**config.mk**
```make
export PLATFORM = sky130hd
export DESIGN_NAME = regfile_mp_flat
export DESIGN_NICKNAME = d
export VERILOG_FILES = /design/src/rtl/regfile_mp_if.sv /design/src/rtl/regfile_mp.sv /design/src/flat_wrapper.sv
export SDC_FILE = /design/constraint.sdc
export NUM_CORES = 2
export LEC_CHECK = 0
export ABC_AREA = 0
export BUFFER_PORTS_ARGS = -buffer_cell sky130_fd_sc_hd__buf_2
export CAP_MARGIN = 5
export CELL_PAD_IN_SITES_DETAIL_PLACEMENT = 0
export CELL_PAD_IN_SITES_GLOBAL_PLACEMENT = 1
export CORE_MARGIN = 2
export CORE_UTILIZATION = 52
export DETAILED_ROUTE_END_ITERATION = 12
export GPL_TIMING_DRIVEN = 1
export PLACE_DENSITY_LB_ADDON = 0.1
export SYNTH_ARGS = -nofsm -noshare
export SYNTH_HDL_FRONTEND = slang
export SYNTH_SLANG_ARGS = --single-unit
```
**constraint.sdc**
```tcl
create_clock -name clk -period 4.4 [get_ports clk]
set_input_delay 0.22 -clock clk [delete_from_list [all_inputs] [get_ports clk]]
set_output_delay 0.22 -clock clk [all_outputs]
set_load 0.01 [all_outputs]
```
**src/rtl/regfile_mp_if.sv**
```systemverilog
// Register file port bundle: clear control, two write ports and
// packed read ports, seen from the datapath (master) and the array (slave).
interface regfile_mp_if #(
    parameter int DATA_W = 32,
    parameter int ADDR_W = 5,
    parameter int NRD    = 2
);
    logic                    clr_req;
    logic                    busy;
    logic                    we0;
    logic [ADDR_W-1:0]       waddr0;
    logic [DATA_W-1:0]       wdata0;
    logic                    we1;
    logic [ADDR_W-1:0]       waddr1;
    logic [DATA_W-1:0]       wdata1;
    logic [NRD*ADDR_W-1:0]   raddr;
    logic [NRD*DATA_W-1:0]   rdata;

    modport master (
        output clr_req, we0, waddr0, wdata0,
        output we1, waddr1, wdata1, raddr,
        input  busy, rdata
    );

    modport slave (
        input  clr_req, we0, waddr0, wdata0,
        input  we1, waddr1, wdata1, raddr,
        output busy, rdata
    );
endinterface

```
**src/rtl/regfile_mp.sv**
```systemverilog
// Multi-port register file with two prioritised write ports,
// combinational read ports, optional zero register/bypass, clear engine.
module regfile_mp #(
    parameter int DATA_W   = 32,
    parameter int ADDR_W   = 5,
    parameter int NRD      = 2,
    parameter int ZERO_REG = 1,
    parameter int BYPASS   = 1
) (
    input  logic          clk,
    input  logic          reset_n,
    regfile_mp_if.slave   bus
);
    localparam int NUM_REGS = 1 << ADDR_W;
    localparam logic [ADDR_W-1:0] LAST = ADDR_W'(NUM_REGS - 1);

    typedef enum logic {CLEAR, IDLE} state_t;

    state_t            state;
    logic [ADDR_W-1:0] clr_cnt;
    logic [DATA_W-1:0] mem [NUM_REGS];
    logic              busy;
    logic              wr_ok;
    logic              wr0;
    logic              wr1;
    logic              z0;
    logic              z1;

    assign busy     = (state == CLEAR);
    assign bus.busy = busy;

    always_ff @(posedge clk or negedge reset_n) begin
        if (!reset_n) begin
            state   <= CLEAR;
            clr_cnt <= '0;
        end else begin
            unique case (state)
                CLEAR: begin
                    clr_cnt <= clr_cnt + ADDR_W'(1);
                    if (clr_cnt == LAST)
                        state <= IDLE;
                end
                IDLE: begin
                    if (bus.clr_req) begin
                        state   <= CLEAR;
                        clr_cnt <= '0;
                    end
                end
                default: state <= CLEAR;
            endcase
        end
    end

    // A clear request swallows the writes of its own cycle
    assign wr_ok = (state == IDLE) && !bus.clr_req;
    assign z0    = (ZERO_REG != 0) && (bus.waddr0 == '0);
    assign z1    = (ZERO_REG != 0) && (bus.waddr1 == '0);
    assign wr1   = wr_ok && bus.we1 && !z1;
    assign wr0   = wr_ok && bus.we0 && !z0 &&
                   !(bus.we1 && (bus.waddr1 == bus.waddr0));

    always_ff @(posedge clk) begin
        if (busy)
            mem[clr_cnt] <= '0;
        if (wr0)
            mem[bus.waddr0] <= bus.wdata0;
        if (wr1)
            mem[bus.waddr1] <= bus.wdata1;
    end

    for (genvar g = 0; g < NRD; g++) begin : g_rd
        logic [ADDR_W-1:0] a;
        logic [DATA_W-1:0] v;

        assign a = bus.raddr[g*ADDR_W +: ADDR_W];

        always_comb begin
            v = mem[a];
            if (busy)
                v = '0;
            else if ((ZERO_REG != 0) && (a == '0))
                v = '0;
            else if ((BYPASS != 0) && bus.we1 && (bus.waddr1 == a))
                v = bus.wdata1;
            else if ((BYPASS != 0) && bus.we0 && (bus.waddr0 == a))
                v = bus.wdata0;
        end

        assign bus.rdata[g*DATA_W +: DATA_W] = v;
    end
endmodule

```
**src/flat_wrapper.sv**
```systemverilog
// flat-port wrapper written by rule: the top's interface ports become plain ports
module regfile_mp_flat 
#(
    parameter int DATA_W   = 32,
    parameter int ADDR_W   = 5,
    parameter int NRD      = 2,
    parameter int ZERO_REG = 1,
    parameter int BYPASS   = 1
)
  (clk, reset_n, bus_clr_req, bus_we0, bus_waddr0, bus_wdata0, bus_we1, bus_waddr1, bus_wdata1, bus_raddr, bus_busy, bus_rdata);
  regfile_mp_if #(.DATA_W(DATA_W), .ADDR_W(ADDR_W), .NRD(NRD)) bus_i ();
  input  logic clk;
  input  logic reset_n;
  input wire logic [$bits(bus_i.clr_req)-1:0] bus_clr_req;
  input wire logic [$bits(bus_i.we0)-1:0] bus_we0;
  input wire logic [$bits(bus_i.waddr0)-1:0] bus_waddr0;
  input wire logic [$bits(bus_i.wdata0)-1:0] bus_wdata0;
  input wire logic [$bits(bus_i.we1)-1:0] bus_we1;
  input wire logic [$bits(bus_i.waddr1)-1:0] bus_waddr1;
  input wire logic [$bits(bus_i.wdata1)-1:0] bus_wdata1;
  input wire logic [$bits(bus_i.raddr)-1:0] bus_raddr;
  output wire logic [$bits(bus_i.busy)-1:0] bus_busy;
  output wire logic [$bits(bus_i.rdata)-1:0] bus_rdata;
  assign bus_i.clr_req = bus_clr_req;
  assign bus_i.we0 = bus_we0;
  assign bus_i.waddr0 = bus_waddr0;
  assign bus_i.wdata0 = bus_wdata0;
  assign bus_i.we1 = bus_we1;
  assign bus_i.waddr1 = bus_waddr1;
  assign bus_i.wdata1 = bus_wdata1;
  assign bus_i.raddr = bus_raddr;
  assign bus_busy = bus_i.busy;
  assign bus_rdata = bus_i.rdata;
  regfile_mp #(.DATA_W(DATA_W), .ADDR_W(ADDR_W), .NRD(NRD), .ZERO_REG(ZERO_REG), .BYPASS(BYPASS)) u_core (.clk(clk), .reset_n(reset_n), .bus(bus_i));
endmodule
```
==> summary.md <==
| Metric | Value |
|---|---|
| Outcome | finished clean |
| Mapped cell area | 59620 sq um |
| Num CTS Buffers | 114 |
| Ys flop type | edfxtp_1 |
| Leak Pwr | 20.26 nW |
| Area grow syn2layout | 10.57% |
| Number of synthesized flops with an enable pin | 1024 |
| Synth Instances | 5127 |
| Ys Warns | 0 |
| Routed Antenna Nets | 0 |
| H-tree depth | 3 |
| Hpwl dp | 131800 um |
| CP Cell Sequence | clkbuf_8 > xor2_1 > nor3_1 > a41o_2 > buf_4 > o22ai_1 > o32ai_1 > buf_2 |
| Yosys reg bits | 1030 |
| Ports | 154 |
| Std-Cell Rows | 124 |
| Met2 global-route usage | 0.5627 |
| Tmin final | 3.793 ns |
| Routability congestion estimate | 0.8842 |
| Most frequent cells in the layout | nand2_1, o21ai_0, edfxtp_1, mux4_2, a22oi_1 |
| Reg clk slew, reported paths | 0.06 ns |
| Max VDD drop | 0.3561 mV |
| Final-stage net count | 5004 |
| Final hold violation count | 0 |
| Most common library cell in the layout ignoring fill and taps | nand2_1 |
| Number of DRC markers in iteration 0 | 7242 |
| Clk Latency, worst-skew pair | 0.73 ns |
| Clock root cell | clkbuf_16 |
| Area leader, netlist | edfxtp_1 |
| First-pass DRT Iterations | 6 |
| Ratio of cells with drive above 1 in the final layout | 0.2206 |
| Pwr dens | 423.7 nW/um^2 |
| MaxCap Viol Count | 0 |
| Final total negative setup slack | 0 ns |
| Share of the synthesized area in the top cell type | 0.5158 |
| Syn nets | 5218 |
| Slew Viols, Final | 0 |
| Layout Cells excl Fill | 6522 |
| Worst setup path start | bus_raddr[6] |
| CP max stage delay | 0.85 ns |
| Syn avg cell area | 11.63 sq um |
| Maximum buffer depth of the clock tree | 3 |
| Part of the cycle the worst path needs | 0.8621 |
| CTS tree | yes |
| GR peak layer | met2 |
| Detailed-route DRC error count | 0 |
| Pwr Total | 27.93 mW |
| Relative slew margins | 0.3174 |
| Crit-path slowest cell | o32ai_1 |
| Initial antenna violation count | 6 |
| Die Y | 342.6 um |
| Initial Util | 0.5228 |
| Final Skew | 0.02929 ns |
| Unrepaired setup endpoints after global routing | no |
| Critical Path AT | 3.57 ns |
| Fmax | 263.6 MHz |
| Largest net degree at the start of global routing | 96 |
| Finish-stage setup viols | 0 |
| Placed insts | 6306 |
| M3 GR Usage | 0.1124 |
| Slew @ Worst Pin | 1.021 ns |
| Critical hold path startpoint | bus_wdata0[20] |
| Number of global-route vias before repair | 42780 |
| Total gr overflow | 0 |
| Min-Delay Path Class | input port to flip-flop |
| Worst setup EP type | output pin |
| Die area | 117400 sq um |
| Via count | 45470 |
| First-pass GRT wire length | 318600 um |
| Data required, critical path | 4.18 ns |
| Worst Path Class, Setup | input port to output pin |
| RR Startpoint | u_core.state$_DFF_PN0_ |
| Sequential area share after synthesis | 0.5183 |
| Vias/cell | 6.972 |
| Synth unique cells | 52 |
| Post-synth ARST share | 0.005825 |
| Clk sinks | 1030 |
| Die Wd | 342.6 um |
| Post-CTS setup buffers | 0 |
| Total wire length | 226000 um |
| Routing usage on met1 | 0.5334 |
| CP Max Fanout | 31 |
| Buffers on Ports | 153 |
| Post-layout instance area | 65920 sq um |
| Per-cell routed wire length | 34.65 um |
| GR Util All Layers | 0.3846 |
| Floorplan core area | 114000 sq um |
| Synth area leaders | edfxtp_1, mux4_2, o21ai_0 |
| Placed cell area | 62310 sq um |
| Critical path launch point type | input port |
==> logic make-up (layout without fill, tap and decap cells) <==
group                      after synthesis  after routing  synth area share
DFF                                   1030           1030            0.5183
buffers and inverters                  748            629           0.05182
AOI/OAI and AO/OA                     1456           1456            0.1407
muxes                                  584            584            0.1997
xor gates and xnor gates                27             27          0.003966
other                                    0              2                 0
and+or+nand+nor                       1280           1280           0.08514
adders and majority gates                2              2         0.0004197
==> path summary, 6_finish.rpt <==
| path | slack [ns] | endpoint | cells past startpoint |
|---|---|---|---|
| setup / recovery | 0.61 | bus_rdata[35] | 8 |
| hold / removal | 0.07 | u_core.mem[0][20]$_DFFE_PP_ | 4 |
| setup reg to reg | 0.75 | u_core.mem[5][23]$_DFFE_PP_ | 7 |
| hold reg to reg | 0.60 | u_core.clr_cnt[0]$_DFFE_PN0P_ | 2 |
| max in group asynchronous | 3.71 | u_core.clr_cnt[1]$_DFFE_PN0P_ | 3 |
| min in group asynchronous | 0.46 | u_core.clr_cnt[2]$_DFFE_PN0P_ | 3 |
==> worst max-delay path: cells and delay by family <==
kind,cells,cell delay (ns)
AND/OR/NAND/NOR,1,0.42
buffers and inverters,3,0.92
XOR/XNOR,1,0.23
AO/OA/AOI/OAI,3,1.71
==> layout make-up <==
| type | instances | area, sq um |
|---|---|---|
| fillers | 9243 | 48110 |
| flip-flops and latches | 1030 | 30900 |
| multi-input cells | 3349 | 26280 |
| clock buffers | 141 | 3018 |
| repair buffers | 346 | 2999 |
| well taps | 1512 | 1892 |
| clock inverters | 70 | 559.3 |
| inverters | 72 | 270.3 |
| diodes | 2 | 5.005 |
==> per-stage QoR <==
stage	hold slack (ns)	setup WS [ns]	util
finish	0.07374	0.6066	0.5781
floorplan	-0.07559	0.6890	-
detailed placement	0.05033	0.7831	0.5464
global placement	0.04941	0.7675	0.5464
global route	0.1052	0.5296	0.5781
CTS	0.04708	0.7528	0.5780
==> flip-flops by register name (all words and copies together) (netlist names) <==
signal	flops
u_core.clr_cnt	5
u_core.state	1
u_core.mem	1024
==> report_power, final <==
| group | leakage [nW] | internal [mW] | switching, mW |
|---|---|---|---|
| registers | 8.38 | 12.4 | 0.699 |
| logic | 10.1 | 2.02 | 3.42 |
| clock network | 1.76 | 5.35 | 4.06 |
| total | 20.3 | 19.8 | 8.18 |
==> per-layer routing <==
metal	share of wire	vias to the layer above
met1	0.37	22500
met3	0.14	565
met5	0.00012	-
met4	0.050	4
met2	0.44	3445
li1	-	18960
==> Yosys cell counts (2+ instances only) <==
cell type,instances
nand3_1,9
xnor2_1,10
ha_1,2
a32oi_1,2
dfrtp_1,6
nand3b_1,4
a221oi_1,32
a32oi_4,2
xor2_1,17
clkbuf_1,486
nor2_4,3
nand2b_1,4
o21ai_0,1051
and2_1,2
o31ai_1,2
nor2_1,8
buf_2,131
nand2_1,1162
inv_1,72
and3_1,35
mux2_2,32
edfxtp_1,1024
a22oi_1,192
mux2_4,3
o22ai_1,69
nor3b_1,5
o32ai_1,32
buf_6,2
nor4_1,6
buf_4,27
o2bb2ai_1,33
buf_1,29
mux4_2,480
o21bai_1,29
nor3_1,28
o21ai_1,6
nor2b_1,7
mux2i_1,69
==> what timing repair did <==
action                    4_1_cts  5_1_grt
hold buffers                    3        0
resized for setup               0        0
hold endpoints to repair       12        0
(Power assumes the default switching activity.)
